## src/rtl/phys_reg_free_list_if.sv

```systemverilog
// phys_reg_free_list_if: rename-side allocation and retire-side free bundle for the physical register free list.
interface phys_reg_free_list_if #(parameter int PREG_W = 6);
  logic              alloc_req;
  logic [PREG_W-1:0] alloc_preg;
  logic              alloc_valid;
  logic              stall;
  logic              free_vld_0;
  logic [PREG_W-1:0] free_preg_0;
  logic              free_vld_1;
  logic [PREG_W-1:0] free_preg_1;
  logic [PREG_W:0]   free_count;
  logic              err_dbl_free;
  logic              err_overflow;
  modport master (
    output alloc_req, free_vld_0, free_preg_0, free_vld_1, free_preg_1,
    input  alloc_preg, alloc_valid, stall, free_count, err_dbl_free, err_overflow
  );
  modport slave (
    input  alloc_req, free_vld_0, free_preg_0, free_vld_1, free_preg_1,
    output alloc_preg, alloc_valid, stall, free_count, err_dbl_free, err_overflow
  );
endinterface

```

## src/rtl/phys_reg_free_list.sv

```systemverilog
// phys_reg_free_list: circular FIFO of free physical register tags with per-tag membership to block double frees.
module phys_reg_free_list #(
  parameter int NUM_PREGS = 64,
  parameter int PREG_W    = 6,
  parameter int NUM_AREGS = 32
) (
  input logic                clk,
  input logic                rst,
  phys_reg_free_list_if.slave bus
);
  logic [PREG_W-1:0]    fifo_q [NUM_PREGS];
  logic [PREG_W-1:0]    fifo_d [NUM_PREGS];
  logic [NUM_PREGS-1:0] in_list_q, in_list_d;
  logic [PREG_W-1:0]    head_q, head_d, tail_q, tail_d;
  logic [PREG_W:0]      count_q, count_d;
  logic                 err_dbl_q, err_ovf_q;
  logic                 pop, dup, nz0, nz1, cand0, cand1, dbl0, dbl1, push0, push1, ovf;
  logic [PREG_W+1:0]    cap, cnt_x;
  always_comb begin
    pop   = bus.alloc_req && count_q != '0;
    cap   = (PREG_W+2)'(NUM_PREGS) + (PREG_W+2)'(pop);
    cnt_x = {1'b0, count_q};
    nz0   = bus.free_vld_0 && bus.free_preg_0 != '0;
    nz1   = bus.free_vld_1 && bus.free_preg_1 != '0;
    dup   = bus.free_vld_0 && bus.free_preg_0 == bus.free_preg_1;
    cand0 = nz0 && !in_list_q[bus.free_preg_0];
    dbl0  = nz0 && in_list_q[bus.free_preg_0];
    cand1 = nz1 && !in_list_q[bus.free_preg_1] && !dup;
    dbl1  = nz1 && (in_list_q[bus.free_preg_1] || dup);
    // Slot 1's room check accounts for slot 0's push landing first.
    push0 = cand0 && cnt_x < cap;
    push1 = cand1 && cnt_x + (PREG_W+2)'(push0) < cap;
    ovf   = (cand0 && !push0) || (cand1 && !push1);
    head_d  = head_q + PREG_W'(pop);
    tail_d  = tail_q + PREG_W'(push0) + PREG_W'(push1);
    count_d = count_q + (PREG_W+1)'(push0) + (PREG_W+1)'(push1) - (PREG_W+1)'(pop);
    fifo_d    = fifo_q;
    in_list_d = in_list_q;
    if (pop) in_list_d[fifo_q[head_q]] = 1'b0;
    if (push0) begin
      fifo_d[tail_q] = bus.free_preg_0;
      in_list_d[bus.free_preg_0] = 1'b1;
    end
    if (push1) begin
      fifo_d[tail_q + PREG_W'(push0)] = bus.free_preg_1;
      in_list_d[bus.free_preg_1] = 1'b1;
    end
  end
  always_ff @(posedge clk) begin
    if (rst) begin
      for (int i = 0; i < NUM_PREGS; i++) begin
        fifo_q[i]    <= (i < NUM_PREGS - NUM_AREGS) ? PREG_W'(i + NUM_AREGS) : '0;
        in_list_q[i] <= i >= NUM_AREGS;
      end
      head_q    <= '0;
      tail_q    <= PREG_W'(NUM_PREGS - NUM_AREGS);
      count_q   <= (PREG_W+1)'(NUM_PREGS - NUM_AREGS);
      err_dbl_q <= 1'b0;
      err_ovf_q <= 1'b0;
    end else begin
      fifo_q    <= fifo_d;
      in_list_q <= in_list_d;
      head_q    <= head_d;
      tail_q    <= tail_d;
      count_q   <= count_d;
      err_dbl_q <= err_dbl_q | dbl0 | dbl1;
      err_ovf_q <= err_ovf_q | ovf;
    end
  end
  assign bus.alloc_preg   = fifo_q[head_q];
  assign bus.alloc_valid  = count_q != '0;
  assign bus.stall        = bus.alloc_req && count_q == '0;
  assign bus.free_count   = count_q;
  assign bus.err_dbl_free = err_dbl_q;
  assign bus.err_overflow = err_ovf_q;
endmodule

```

## src/flat_wrapper.sv

```systemverilog
// flat-port wrapper written by rule: the top's interface ports become plain ports
module phys_reg_free_list_flat 
#(
  parameter int NUM_PREGS = 64,
  parameter int PREG_W    = 6,
  parameter int NUM_AREGS = 32
)
  (clk, rst, bus_alloc_req, bus_free_vld_0, bus_free_preg_0, bus_free_vld_1, bus_free_preg_1, bus_alloc_preg, bus_alloc_valid, bus_stall, bus_free_count, bus_err_dbl_free, bus_err_overflow);
  phys_reg_free_list_if #(.PREG_W(PREG_W)) bus_i ();
  input logic clk;
  input logic rst;
  input wire logic [$bits(bus_i.alloc_req)-1:0] bus_alloc_req;
  input wire logic [$bits(bus_i.free_vld_0)-1:0] bus_free_vld_0;
  input wire logic [$bits(bus_i.free_preg_0)-1:0] bus_free_preg_0;
  input wire logic [$bits(bus_i.free_vld_1)-1:0] bus_free_vld_1;
  input wire logic [$bits(bus_i.free_preg_1)-1:0] bus_free_preg_1;
  output wire logic [$bits(bus_i.alloc_preg)-1:0] bus_alloc_preg;
  output wire logic [$bits(bus_i.alloc_valid)-1:0] bus_alloc_valid;
  output wire logic [$bits(bus_i.stall)-1:0] bus_stall;
  output wire logic [$bits(bus_i.free_count)-1:0] bus_free_count;
  output wire logic [$bits(bus_i.err_dbl_free)-1:0] bus_err_dbl_free;
  output wire logic [$bits(bus_i.err_overflow)-1:0] bus_err_overflow;
  assign bus_i.alloc_req = bus_alloc_req;
  assign bus_i.free_vld_0 = bus_free_vld_0;
  assign bus_i.free_preg_0 = bus_free_preg_0;
  assign bus_i.free_vld_1 = bus_free_vld_1;
  assign bus_i.free_preg_1 = bus_free_preg_1;
  assign bus_alloc_preg = bus_i.alloc_preg;
  assign bus_alloc_valid = bus_i.alloc_valid;
  assign bus_stall = bus_i.stall;
  assign bus_free_count = bus_i.free_count;
  assign bus_err_dbl_free = bus_i.err_dbl_free;
  assign bus_err_overflow = bus_i.err_overflow;
  phys_reg_free_list #(.NUM_PREGS(NUM_PREGS), .PREG_W(PREG_W), .NUM_AREGS(NUM_AREGS)) u_core (.clk(clk), .rst(rst), .bus(bus_i));
endmodule
```

## config.mk

```make
export PLATFORM = sky130hd
export DESIGN_NAME = phys_reg_free_list_flat
export DESIGN_NICKNAME = d
export VERILOG_FILES = /design/src/rtl/phys_reg_free_list_if.sv /design/src/rtl/phys_reg_free_list.sv /design/src/flat_wrapper.sv
export SDC_FILE = /design/constraint.sdc
export NUM_CORES = 1
export LEC_CHECK = 0
export ABC_CLOCK_PERIOD_IN_PS = 5900
export BUFFER_PORTS_ARGS = -buffer_cell sky130_fd_sc_hd__buf_2
export CORE_UTILIZATION = 45
export CTS_BUF_LIST = sky130_fd_sc_hd__clkbuf_4
export DETAILED_ROUTE_END_ITERATION = 8
export GPL_ROUTABILITY_DRIVEN = 0
export HOLD_SLACK_MARGIN = 0.08
export MAX_ROUTING_LAYER = met4
export PLACE_DENSITY_LB_ADDON = 0.05
export SLEW_MARGIN = 30
export SYNTH_ARGS = -nofsm -noshare
export SYNTH_HDL_FRONTEND = slang
export SYNTH_SLANG_ARGS = --single-unit
```

## constraint.sdc

```tcl
create_clock -name clk -period 5.9 [get_ports clk]
set_input_delay 1.77 -clock clk [delete_from_list [all_inputs] [get_ports clk]]
set_output_delay 1.77 -clock clk [all_outputs]
set_load 0.02 [all_outputs]
```

==> summary.md <==
| Metric | Value |
|---|---|
| Ranking of synthesized cells by area | dfxtp_1, mux2i_1, mux4_2 |
| Failing checks | setup timing |
| DP Cell Count | 3,808 |
| Worst EP required | 4.13 ns |
| Tmin final | 5.94 ns |
| Crit-path max FO | 19 |
| Worst-path clk slew | 0.06 ns |
| First-pass GRT wire length | 181 mm |
| Via count | 28,206 |
| Combinational cell fraction of total power | 0.251 |
| Mapped Cells | 2,981 |
| Final WS setup | -0.0448 ns |
| Syn_area_per_cell | 9.36 sq um |
| Gr usage total | 0.400 |
| Asr flop ratio synth | 0 |
| Critical Path Start Type | flop |
| Register area share after synthesis | 0.336 |
| Fin nets | 3,214 |
| Number of global-route vias before repair | 26,928 |
| Hold_buf cts | 0 |
| Design Area, Final | 32,500 sq um |
| Initial DRC count | 3,739 |
| Clock Skews | 0.0659 ns |
| Register area | 9400 sq um |
| Initial Utilization | 0.459 |
| Mapped Area | 27,900 sq um |
| Syn nets | 3,022 |
| Clock power share | 0.371 |
| Sequential share of power | 0.378 |
| Share of layout cells above drive strength 1 | 0.250 |
| Critical Path End Type | output port |
| # fillers | 5,675 |
| DP Wirelength | 86.4 mm |
| ANT nets after route | 0 |
| Pin count of the biggest net entering global routing | 82 |
| Peak VDD IR | 0.214 mV |
| Io pins | 34 |
| DR pass1 iterations | 7 |
| Placement Cell Area | 30,600 sq um |
| Total Die Area | 63,000 sq um |
| Final setup fails | 1 |
| CTS tree | done |
| Initial antenna violation count | 6 |
| Fmax | 168 MHz |
| PnR Total Power | 8910 uW |
| NetSw | 3130 uW |
| Total CTS buffers | 138 |
| Slew Limit Fails | 0 |
| Critical path type | flop to output port |
| Int Pwr | 5780 uW |
| Area Growth Syn to Fin | 16.5% |
| Multi-input logic area | 17,200 sq um |
| # clock sinks | 469 |
| Clk buf depth | 3 |
| Status | complete, but fails checks |
| Fin. Hold Viols | 0 |
| Die W | 251 microns |
| #FFs+latches synth | 469 |
| Remaining DRCs | 0 |
| Relative slew slack | 0.286 |
| Root Buffer | clkbuf_4 |
| Synth Flop Type | dfxtp_1 |
| Ys Warns | 0 |
| Routed length per instance | 30.7 microns |
| Netlist cell types | 87 |
| Final cycle utilization of the critical path | 1.01 |
| Leakage | 0.0126 uW |
| Post-synth top area share | 0.336 |
| Sw frac | 0.351 |
| Number of enable flip-flop cells after synthesis | 0 |
| Power Dens Cells | 274 nW/um^2 |
| Drt via density | 6.95 |
| Synth area leader | dfxtp_1 |
| Clk Latency, worst-skew pair | 1.03 ns |
| Fin cells | 4,061 |
| Min Hold Slack | 0.469 ns |
| Worst EP arrival | 4.17 ns |
| Core Area | 60,800 sq um |
| Slew @ Worst Pin | 1.07 ns |
| Chip Height | 251 microns |
| Row Count | 90 |
| I/O Buffers | 33 |
| Routed wire length | 125 mm |
| GRT overflow | 0 |
| H-tree levels | 4 |
| Worst hold path type | flop to flop |
| Final Util | 0.535 |
| Max_cap viols | 0 |
[state kept, by name (all words and copies together), names as in the netlist]
signal / cells
u_core.tail_q: 6
u_core.bus.free_count: 7
u_core.bus.err_dbl_free: 1
u_core.in_list_q: 64
u_core.fifo_q: 384
u_core.bus.err_overflow: 1
u_core.head_q: 6
[synth_stat cells, drive strengths merged, types with 31 or more instances]
cell type    n
nor3        98
a211oi     152
a22oi       87
a21oi      155
dfxtp      469
mux2i      334
o21ai       87
a21o        39
mux2        84
buf         96
nor4        56
nor2       251
clkbuf     201
o211ai      37
a221oi     123
nand3       77
nand2      117
inv         31
nand4       38
mux4        78
[layer usage]
layer	up-vias	part of all wire	wire length, microns	GRT usage
met5	-	0	0	-
met3	475	0.11	13800	0.0975
met4	0	0.061	7610	0.228
met1	13750	0.39	48900	0.501
li1	12001	-	-	-
met2	1980	0.44	54600	0.586
[cells by family after synthesis]
family                     count (synthesis)  synth area share
DFF                                      469             0.336
adders and majority gates                 24            0.0113
muxes                                    496             0.217
buffers and inverters                    335            0.0521
AOI/OAI and AO/OA                        853             0.219
and+or+nand+nor                          776             0.155
xor gates and xnor gates                  28           0.00879
[per-stage QoR]
step | setup TNS (ns) | setup WS (ns)
6_report | -0.0448 | -0.0448
5_1_grt | -0.0105 | -0.00751
4_1_cts | 0 | 0.00601
3_5_place_dp | -44.55 | -0.431
3_3_place_gp | -24.34 | -0.335
2_1_floorplan | -0.148 | -0.148
[critical path, cell delays in order (launching register included)]
cell	delay [ns]
dfxtp_2	0.69
buf_4	0.46
mux4_2	0.37
and2_1	0.18
a211oi_1	0.49
o21ai_1	0.29
o2111ai_2	0.28
inv_1	0.19
buf_2	0.21
[placed cells by master (no fill, tap or decap), drive strengths merged, types with 87 or more instances in the layout]
master / instances
clkbuf: 201
nor3: 98
a21oi: 155
a221oi: 123
dfxtp: 469
buf: 349
a22oi: 87
o21ai: 87
a211oi: 152
mux2i: 334
nor2: 251
nand2: 117
[power by group through the flow]
stage	clock network, uW	logic [uW]	registers, uW
global placement	0	2100	3440
detailed placement	0	2120	3440
finish	3310	2230	3370
floorplan	0	1300	3400
global route	3520	2310	3380
CTS	3350	2130	3370
[path summary, 6_finish.rpt]
check	from	to	slack, ns	depth (start not counted)
hold reg to reg	u_core.in_list_q[48]$_SDFF_PP1_	u_core.in_list_q[48]$_SDFF_PP1_	0.47	2
setup reg to reg	u_core.bus.free_count[2]$_SDFF_PP0_	u_core.bus.free_count[6]$_SDFF_PP0_	0.75	24
setup / recovery	u_core.head_q[1]$_SDFF_PP0_	bus_alloc_preg[2]	-0.04	8
hold / removal	u_core.in_list_q[48]$_SDFF_PP1_	u_core.in_list_q[48]$_SDFF_PP1_	0.47	2
[cell type report]
class,instances,share of cell area
tap,782,0.0301
sequential,469,0.289
clock buffer,201,0.0464
antenna,11,0.000847
timing repair buffer,349,0.0920
inverter,38,0.00443
clock inverter,34,0.00854
multi-input combinational,2177,0.529
[timing repair]
action                     in CTS  in global routing
setup endpoints to repair       3                  4
cloned                          0                  0
gates resized for setup         4                  3
buffers inserted                0                  7
pin swaps                       0                  0
(Power assumes the default switching activity.)
